### src/rtl/ctrl_alu_unit_pkg.sv
// Shared encodings for the control decoder and ALU: opcodes, funct codes,
// ALU operation classes and ALU control codes.
package ctrl_alu_unit_pkg;

    localparam logic [5:0] OP_RTYPE = 6'b000000;
    localparam logic [5:0] OP_LW    = 6'b100011;
    localparam logic [5:0] OP_SW    = 6'b101011;
    localparam logic [5:0] OP_BEQ   = 6'b000100;
    localparam logic [5:0] OP_J     = 6'b000010;

    localparam logic [5:0] FN_ADD   = 6'b100000;
    localparam logic [5:0] FN_SUB   = 6'b100010;
    localparam logic [5:0] FN_AND   = 6'b100100;
    localparam logic [5:0] FN_OR    = 6'b100101;
    localparam logic [5:0] FN_SLT   = 6'b101010;

    typedef enum logic [1:0] {
        ALUOP_MEM    = 2'b00,
        ALUOP_BR     = 2'b01,
        ALUOP_RTYPE  = 2'b10,
        ALUOP_BR_ALT = 2'b11
    } alu_op_e;

    typedef enum logic [3:0] {
        ALU_AND = 4'b0000,
        ALU_OR  = 4'b0001,
        ALU_ADD = 4'b0010,
        ALU_SUB = 4'b0110,
        ALU_SLT = 4'b0111,
        ALU_NOR = 4'b1100,
        ALU_NOP = 4'b1111
    } alu_ctr_e;

    // Unknown funct codes map to a no-op code whose ALU result is zero.
    function automatic alu_ctr_e decode_funct(input logic [5:0] fn);
        case (fn)
            FN_ADD:  return ALU_ADD;
            FN_SUB:  return ALU_SUB;
            FN_AND:  return ALU_AND;
            FN_OR:   return ALU_OR;
            FN_SLT:  return ALU_SLT;
            default: return ALU_NOP;
        endcase
    endfunction

endpackage

### src/rtl/ctrl_alu_exec.sv
// Combinational ALU datapath: result selection by ALU control code and zero flag.
module ctrl_alu_exec
    import ctrl_alu_unit_pkg::*;
#(
    parameter int WIDTH = 32
) (
    input  logic [3:0]       i_ctr,
    input  logic [WIDTH-1:0] i_a,
    input  logic [WIDTH-1:0] i_b,
    output logic [WIDTH-1:0] o_res,
    output logic             o_zero
);

    logic [WIDTH-1:0] w_res;

    always_comb begin
        w_res = '0;
        case (i_ctr)
            ALU_AND: w_res = i_a & i_b;
            ALU_OR:  w_res = i_a | i_b;
            ALU_ADD: w_res = i_a + i_b;
            ALU_SUB: w_res = i_a - i_b;
            ALU_SLT: w_res = {{(WIDTH-1){1'b0}}, ($signed(i_a) < $signed(i_b))};
            ALU_NOR: w_res = ~(i_a | i_b);
            default: w_res = '0;
        endcase
    end

    assign o_res  = w_res;
    assign o_zero = (w_res == '0);

endmodule

### src/rtl/ctrl_alu_unit.sv
// Single-cycle control unit: main decoder, ALU control decoder, ALU instance
// and one-cycle registered copies of the ALU result and zero flag.
module ctrl_alu_unit
    import ctrl_alu_unit_pkg::*;
#(
    parameter int WIDTH = 32
) (
    input  logic             clock_in,
    input  logic             reset,
    input  logic [5:0]       opCode,
    input  logic [5:0]       funct,
    input  logic [WIDTH-1:0] input1,
    input  logic [WIDTH-1:0] input2,
    output logic             regDst,
    output logic             jump,
    output logic             branch,
    output logic             memRead,
    output logic             memToReg,
    output logic             memWrite,
    output logic             aluSrc,
    output logic             regWrite,
    output logic [1:0]       aluOp,
    output logic [3:0]       aluCtr,
    output logic [WIDTH-1:0] aluRes,
    output logic             zero,
    output logic [WIDTH-1:0] resQ,
    output logic             zeroQ
);

    alu_op_e          w_alu_op;
    alu_ctr_e         w_alu_ctr;
    logic [WIDTH-1:0] w_alu_res;
    logic             w_zero;
    logic [WIDTH-1:0] r_res;
    logic             r_zero;

    // Reset gates the decoder combinationally so controls drop without a clock.
    always_comb begin
        regDst   = 1'b0;
        aluSrc   = 1'b0;
        memToReg = 1'b0;
        regWrite = 1'b0;
        memRead  = 1'b0;
        memWrite = 1'b0;
        branch   = 1'b0;
        jump     = 1'b0;
        w_alu_op = ALUOP_MEM;
        if (!reset) begin
            case (opCode)
                OP_RTYPE: begin
                    regDst   = 1'b1;
                    regWrite = 1'b1;
                    w_alu_op = ALUOP_RTYPE;
                end
                OP_LW: begin
                    aluSrc   = 1'b1;
                    memToReg = 1'b1;
                    regWrite = 1'b1;
                    memRead  = 1'b1;
                end
                OP_SW: begin
                    aluSrc   = 1'b1;
                    memWrite = 1'b1;
                end
                OP_BEQ: begin
                    branch   = 1'b1;
                    w_alu_op = ALUOP_BR;
                end
                OP_J: begin
                    jump     = 1'b1;
                end
                default: ;
            endcase
        end
    end

    always_comb begin
        w_alu_ctr = ALU_ADD;
        if (w_alu_op[0])
            w_alu_ctr = ALU_SUB;
        else if (w_alu_op == ALUOP_RTYPE)
            w_alu_ctr = decode_funct(funct);
    end

    ctrl_alu_exec #(
        .WIDTH (WIDTH)
    ) u_exec (
        .i_ctr  (w_alu_ctr),
        .i_a    (input1),
        .i_b    (input2),
        .o_res  (w_alu_res),
        .o_zero (w_zero)
    );

    always_ff @(posedge clock_in or posedge reset) begin
        if (reset) begin
            r_res  <= '0;
            r_zero <= 1'b0;
        end else begin
            r_res  <= w_alu_res;
            r_zero <= w_zero;
        end
    end

    assign aluOp  = w_alu_op;
    assign aluCtr = w_alu_ctr;
    assign aluRes = w_alu_res;
    assign zero   = w_zero;
    assign resQ   = r_res;
    assign zeroQ  = r_zero;

endmodule

### config.mk
export PLATFORM = sky130hd
export DESIGN_NAME = ctrl_alu_unit
export DESIGN_NICKNAME = d
export VERILOG_FILES = /design/src/rtl/ctrl_alu_unit_pkg.sv /design/src/rtl/ctrl_alu_exec.sv /design/src/rtl/ctrl_alu_unit.sv
export SDC_FILE = /design/constraint.sdc
export NUM_CORES = 1
export LEC_CHECK = 0
export ABC_AREA = 0
export CORE_AREA = 5 5 119 121
export CTS_CLUSTER_SIZE = 28
export DETAILED_ROUTE_END_ITERATION = 10
export DIE_AREA = 0 0 124 126
export PLACE_DENSITY_LB_ADDON = 0.15
export SLEW_MARGIN = 10
export SYNTH_ARGS = -nofsm -noshare
export SYNTH_HDL_FRONTEND = slang
export SYNTH_SLANG_ARGS = --single-unit
### constraint.sdc
create_clock -name clock_in -period 5.6 [get_ports clock_in]
set_input_delay 0.84 -clock clock_in [delete_from_list [all_inputs] [get_ports clock_in]]
set_output_delay 0.84 -clock clock_in [all_outputs]
set_load 0.01 [all_outputs]
==> flow_summary.ini, run 1 <==
[status]
status = did not finish
haltStage = global routing (5_1_grt)
error = [ERROR GRT-0232] Routing congestion too high. Check the congestion heatmap in the GUI.

[synth]
synth_most_common_cell = ha_1
synthFlopType = dfrtp_1
avgSynthCellArea_um2 = 7.24
yosysTopAreaCellShare = 0.198
async_reset_ff_frac = 1.00
ys_top_cells_by_count = ha_1, inv_1, nand2_1
synth_edf_count = 0
synth_cell_type_count = 87
synth_nets = 1090
syn_inst = 906
seq_area_frac_synth = 0.126
synth_area_mm2 = 0.00656
synth-seq-cells = 33
yosys_warnings = 0
synth.top_cells.by_area = ha_1, dfrtp_1, inv_1
synth_area_leader_cell = ha_1

[floorplan]
initial_core_util = 0.506
ios = 158
row_count = 42
die_w_um = 124
die_h_um = 126

[placed_design]
globalplace.congestion = 1.05
portBuffers = 157
dp_hpwl_mm = 24.5

[clock_tree]
cts_max_path_buffers = 2
h-tree-depth = 2
cts_hold_buf = 0
cts_root_buf = clkbuf_16
cts_buffers = 5
cts.sinks = 33

[timing]
worst_path_end_type = primary output
postGrtWorstEndpoint = zero

[grt]
gr-total-overflow = 7
grt_usage = 0.698
grt_max_degree = 34
==> stage by stage <==
| step | util | cell area [µm²] | instances | setup TNS [ns] | worst slack [ns] |
|---|---|---|---|---|---|
| after floorplan | - | 6560 | 906 | 0 | 0.128 |
| after global placement | 0.815 | 10600 | 1514 | -1.95 | -1.21 |
| after detailed placement | 0.815 | 10600 | 1514 | -2.40 | -1.30 |
| after CTS | 0.911 | 11800 | 1566 | -0.0100 | -0.0100 |
==> routing by layer <==
metal / GRT usage / overflow
met1: 0.690 / 0
met2: 0.817 / 5
met3: 0.634 / 0
met4: 0.649 / 2
met5: 0.266 / 0
==> logic make-up after synthesis <==
group	Yosys count	synth area share
DFF	33	0.126
xor gates and xnor gates	4	0.00534
adders and majority gates	106	0.204
and+or+nand+nor	277	0.215
muxes	13	0.0202
buffers and inverters	154	0.0934
AOI/OAI and AO/OA	319	0.336
==> timing repair <==
action,in CTS
pin swaps,67
setup buffers,44
cloned,1
hold endpoints to repair,0
setup endpoints to repair,7
resized for setup,236
==> inputs of run 2 (changes only) <==
CORE_AREA = 5 5 135 137   (was 5 5 119 121)
CTS_CLUSTER_SIZE = default   (was 28)
DIE_AREA = 0 0 140 142   (was 0 0 124 126)
==> flow_summary.ini, run 2 <==
[finish]
multiInputGateArea_mm2 = 0.00584
final_area_mm2 = 0.0118
drive_above_1_share = 0.383
mostFrequentLayoutCells = buf_4, clkdlybuf4s50_1, ha_1, nand2_1, inv_1
largest_register_ffs = 32
layout_commonest_cell = buf_4
synthToLayoutAreaGrowth_pct = 80.1
finalNonFillerCells = 1613
final_nets = 1571
final.fill_count = 1458
seq_area_um2 = 826
num_antenna_cells = 0

[detailed_routing]
routed-via-count = 8988
drt_wl_total_mm = 30.3
drt_iter0_drc = 861
drt-pass1-iter-count = 6
detail_route.wl_per_cell_um = 18.8
vias_per_cell = 5.57
postRouteAntennaNets = 0
drc = 0

[synth]
synthFlopType = dfrtp_1
synth_edf_count = 0
synth-seq-cells = 33
yosysTopAreaCellShare = 0.198
seq_area_frac_synth = 0.126
avgSynthCellArea_um2 = 7.24
async_reset_ff_frac = 1.00
synth_nets = 1090
yosys_warnings = 0
ys_top_cells_by_count = ha_1, inv_1, nand2_1
synth_area_mm2 = 0.00656
synth_cell_type_count = 87
synth_area_leader_cell = ha_1
syn_inst = 906
synth_most_common_cell = ha_1
synth.top_cells.by_area = ha_1, dfrtp_1, inv_1

[floorplan]
row_count = 48
dieArea_mm2 = 0.0199
initial_core_util = 0.387
ios = 158
core_area_mm2 = 0.0169
die_w_um = 140
die_h_um = 142

[grt]
grt_max_degree = 27
use_met2 = 0.484
grt.busiest_layer = met2
grt_pass1_vias = 8965
antenna_found_initial = 0
gr-total-overflow = 0
gr-usage-met3 = 0.0450
grt_pass1_wl_mm = 47.4
grt_usage = 0.293
gr-usage-met1 = 0.395

[timing]
fin_ws_ns = -0.195
fin_crit_ns = 5.79
hold_viol = 0
slew_violations = 0
fin_tns_setup_ns = -0.195
rsz0062_at_grt = true
setup_viol = 1
fin_crit_sh = 1.03
worst_pin_slew_ns = 0.677
max_slew_margin = 0.545
max_freq_ghz = 0.173

[critical_path]
startpoint_type = input port
path_max_fanout = 11
crit_type = in -> out
cp.required_ns = 4.76
critPathSlowestCell = clkdlybuf4s50_1
worst_setup_path_end_kind = output port
crit_chain = clkdlybuf4s50_1 -> nor4_4 -> nand2_1 -> a21oi_4 -> buf_4 -> buf_4 -> nor2_1 -> a2111oi_4 -> nor4b_4 -> nand3b_1 -> a2111oi_4 -> nand4b_1 -> or4_4 -> nor4_4 -> buf_2
cp_data_arrival_time_ns = 4.95
cp_slowest_stage_delay_ns = 0.49

[placed_design]
portBuffers = 157
dp_hpwl_mm = 23.9
globalplace.congestion = 1.01
dp_slack_ns = -1.49
post_dp_cell_area_mm2 = 0.0107
dp.cells = 1572

[clock_tree]
cts_max_path_buffers = 2
clkTransAtPathRegs_ns = 0.06
cts_tree = yes
cts.sinks = 33
h-tree-depth = 2
cts_root_buf = clkbuf_16
cts_buffers = 5

[flow_run]
cap_violations = 0

[power]
powerDensity_mw_per_mm2 = 157
total_power_mw = 1.85
ir_worst_vdd_mv = 0.124
power.leakage_nw = 5.54

[status]
status = finished with violations
violations = negative setup slack

[hold_path]
hold_path_class = in -> async
[run 2: cell counts after synthesis]
No cell type changed its count.
[run 2: worst paths after layout]
| path | depth (start not counted) | to | slack (ns) | from |
|---|---|---|---|---|
| max in group asynchronous | 3 | resQ[22]$_DFF_PP0_ | 4.00 | reset |
| min in group clock_in | 4 | resQ[1]$_DFF_PP0_ | 1.13 | input2[1] |
| worst min-delay path | 2 | resQ[17]$_DFF_PP0_ | 0.89 | reset |
| worst max-delay path | 15 | zero | -0.19 | opCode[5] |
[run 2: power breakdown]
group	leakage, nW	internal (mW)	switching (mW)
logic	5.09	0.665	0.614
registers	0.382	0.279	0.0105
clock network	0.0706	0.164	0.117
[run 2: metal layers]
layer,part of all wire,vias up
li1,-,4297
met1,0.43,4165
met2,0.46,450
met3,0.083,76
met4,0.032,0
met5,0,-
[run 2: cell families after synthesis]
kind of cell             synth area share
AO/OA/AOI/OAI                       0.336
AND/OR/NAND/NOR                     0.215
buffers and inverters              0.0934
adder cells (fa/ha/maj)             0.204
flip-flops                          0.126
multiplexers                       0.0202
XOR/XNOR                          0.00534
[run 2: final cells by class]
type,instances,share of cell area
Sequential cell,33,0.0699
Timing Repair Buffer,523,0.366
Clock buffer,6,0.0109
Multi-Input combinational cell,719,0.494
Tap cell,225,0.0238
Clock inverter,2,0.000847
Inverter,105,0.0338
[run 2: metrics by stage]
| step | util | hold WS (ns) |
|---|---|---|
| 3_5_place_dp | 0.633 | 1.21 |
| 4_1_cts | 0.691 | 0.901 |
| 5_1_grt | 0.698 | 0.926 |
| 3_3_place_gp | 0.633 | 1.20 |
| 6_report | 0.698 | 0.887 |
| 2_1_floorplan | - | 0.969 |
[run 2: what timing repair did]
item	CTS	global route
pin swaps	53	8
hold endpoints to repair	0	0
buffers inserted	32	1
cloned	0	0
resized for setup	184	24
hold buffers	0	0
endpoints found under the setup margin	9	3
[run 2: worst max-delay path, delay by kind of cell]
family	cells	cell delay (ns)
buffers and inverters	4	1.10
and+or+nand+nor	8	2.06
AOI/OAI and AO/OA	3	0.97
Note: power is estimated with default switching activity, not from simulation.
==> inputs of run 3 (changes only) <==
clock period = 6.5 ns   (was 5.6 ns; I/O delays follow)
==> flow_summary.ini, run 3 (synthesis gave the netlist of run 2 again) <==
[clock_tree]
cts_tree = yes
cts_buffers = 5
cts_max_path_buffers = 2
h-tree-depth = 2
cts.sinks = 33
cts_hold_buf = 0
clkTransAtPathRegs_ns = 0.07
cts_root_buf = clkbuf_16

[finish]
num_antenna_cells = 0
layout_commonest_cell = buf_4
finalNonFillerCells = 1509
drive_above_1_share = 0.290
post-route-util = 0.637
largest_register_ffs = 32
synthToLayoutAreaGrowth_pct = 64.3
final_nets = 1467
mostFrequentLayoutCells = buf_4, clkdlybuf4s50_1, ha_1, inv_1, nand2_1
final_area_mm2 = 0.0108

[timing]
max_slew_margin = 0.590
setup_viol = 0
fin_crit_ns = 6.38
slew_violations = 0
max_freq_ghz = 0.157
worst_pin_slew_ns = 0.611
hold_viol = 0
fin_crit_sh = 0.982
fin_tns_setup_ns = 0

[detailed_routing]
drt_wl_total_mm = 28.4
drc = 0
detail_route.wl_per_cell_um = 18.8
drt_iter0_drc = 892
drt-pass1-iter-count = 6
postRouteAntennaNets = 0
routed-via-count = 8451
vias_per_cell = 5.60

[grt]
grt_pass1_wl_mm = 42.8
use_met2 = 0.432
gr-usage-met1 = 0.388
gr-total-overflow = 0
grt_usage = 0.268
grt.busiest_layer = met2
grt_max_degree = 27
grt_pass1_vias = 7823
antenna_found_initial = 0
gr-usage-met3 = 0.0286

[power]
ir_worst_vdd_mv = 0.0936
power.leakage_nw = 5.09
p_comb_frac = 0.672
p_sw_frac = 0.401
internal_power_uw = 887
p_seq_frac = 0.168
clkPwrFrac = 0.160
powerDensity_mw_per_mm2 = 137
p_sw_uw = 594

[floorplan]
core_area_mm2 = 0.0169
dieArea_mm2 = 0.0199
die_h_um = 142
row_count = 48
initial_core_util = 0.387
die_w_um = 140
ios = 158

[critical_path]
crit_type = in -> out
path_max_fanout = 7
critPathSlowestCell = or4_4
worst_setup_path_end_kind = output port
cp.required_ns = 5.52
crit_family = simple AND/OR/NAND/NOR gates
crit_path_frequent_cell = buf_4
cp_data_arrival_time_ns = 5.41
path_buf_inv = 7
startpoint_type = input port
crit_chain = clkdlybuf4s50_1 -> inv_1 -> ha_4 -> inv_1 -> buf_4 -> o211ai_1 -> a21oi_2 -> or3b_4 -> buf_4 -> a311o_1 -> or4b_4 -> a2111oi_4 -> buf_4 -> nand4b_1 -> or4_4 -> nor4_4 -> buf_2
cp_slowest_stage_delay_ns = 0.54

[placed_design]
post_dp_cell_area_mm2 = 0.0101
globalplace.congestion = 0.968
portBuffers = 157
dp.cells = 1488
dp_hpwl_mm = 23.4

[hold_path]
hold_path_class = in -> async

[flow_run]
cap_violations = 0

[status]
status = completed
[run 3: what timing repair did]
item                                    in CTS  in global routing
endpoints found under the setup margin       2                  4
setup buffers                                2                 12
gates resized for setup                     27                 86
pin swaps                                   12                 29
endpoints found under the hold margin        0                  0
[run 3: path summary, 6_finish.rpt]
check                          start            endpoint  slack [ns]  cells past startpoint
min in group clock_in      input2[1]   resQ[1]$_DFF_PP0_        1.33                      4
max                        input2[9]                zero        0.12                     17
min                            reset  resQ[20]$_DFF_PP0_        1.03                      2
max in group asynchronous      reset   resQ[7]$_DFF_PP0_        4.72                      3
[run 3: final cells by class]
class	instances	area, µm²
tap	225	282
multi-input combinational	719	5570
clock inverter	2	10.0
timing repair buffer	419	3570
fill	1535	6150
inverter	105	400
sequential	33	826
clock buffer	6	129
[run 3: power groups by stage]
stage / clock network [mW] / registers [mW] / logic [mW]
floorplan: 0 / 0.273 / 0.387
global placement: 0 / 0.252 / 0.913
detailed placement: 0 / 0.253 / 0.915
CTS: 0.242 / 0.249 / 0.936
global route: 0.248 / 0.252 / 1.06
finish: 0.237 / 0.249 / 0.994
[run 3: layer usage]
metal / routed length (µm) / part of all wire / vias up
li1: - / - / 4085
met1: 13000 / 0.46 / 3950
met2: 12800 / 0.45 / 373
met3: 2060 / 0.073 / 43
met4: 590 / 0.021 / 0
met5: 0 / 0 / -
[run 3: through the flow]
stage	total power [mW]	hold slack (ns)	setup slack, ns
2_1_floorplan	0.660	1.10	0.758
3_3_place_gp	1.17	1.34	-0.759
3_5_place_dp	1.17	1.35	-0.843
4_1_cts	1.43	1.04	0.00255
5_1_grt	1.56	1.06	-0.0425
6_report	1.48	1.03	0.118
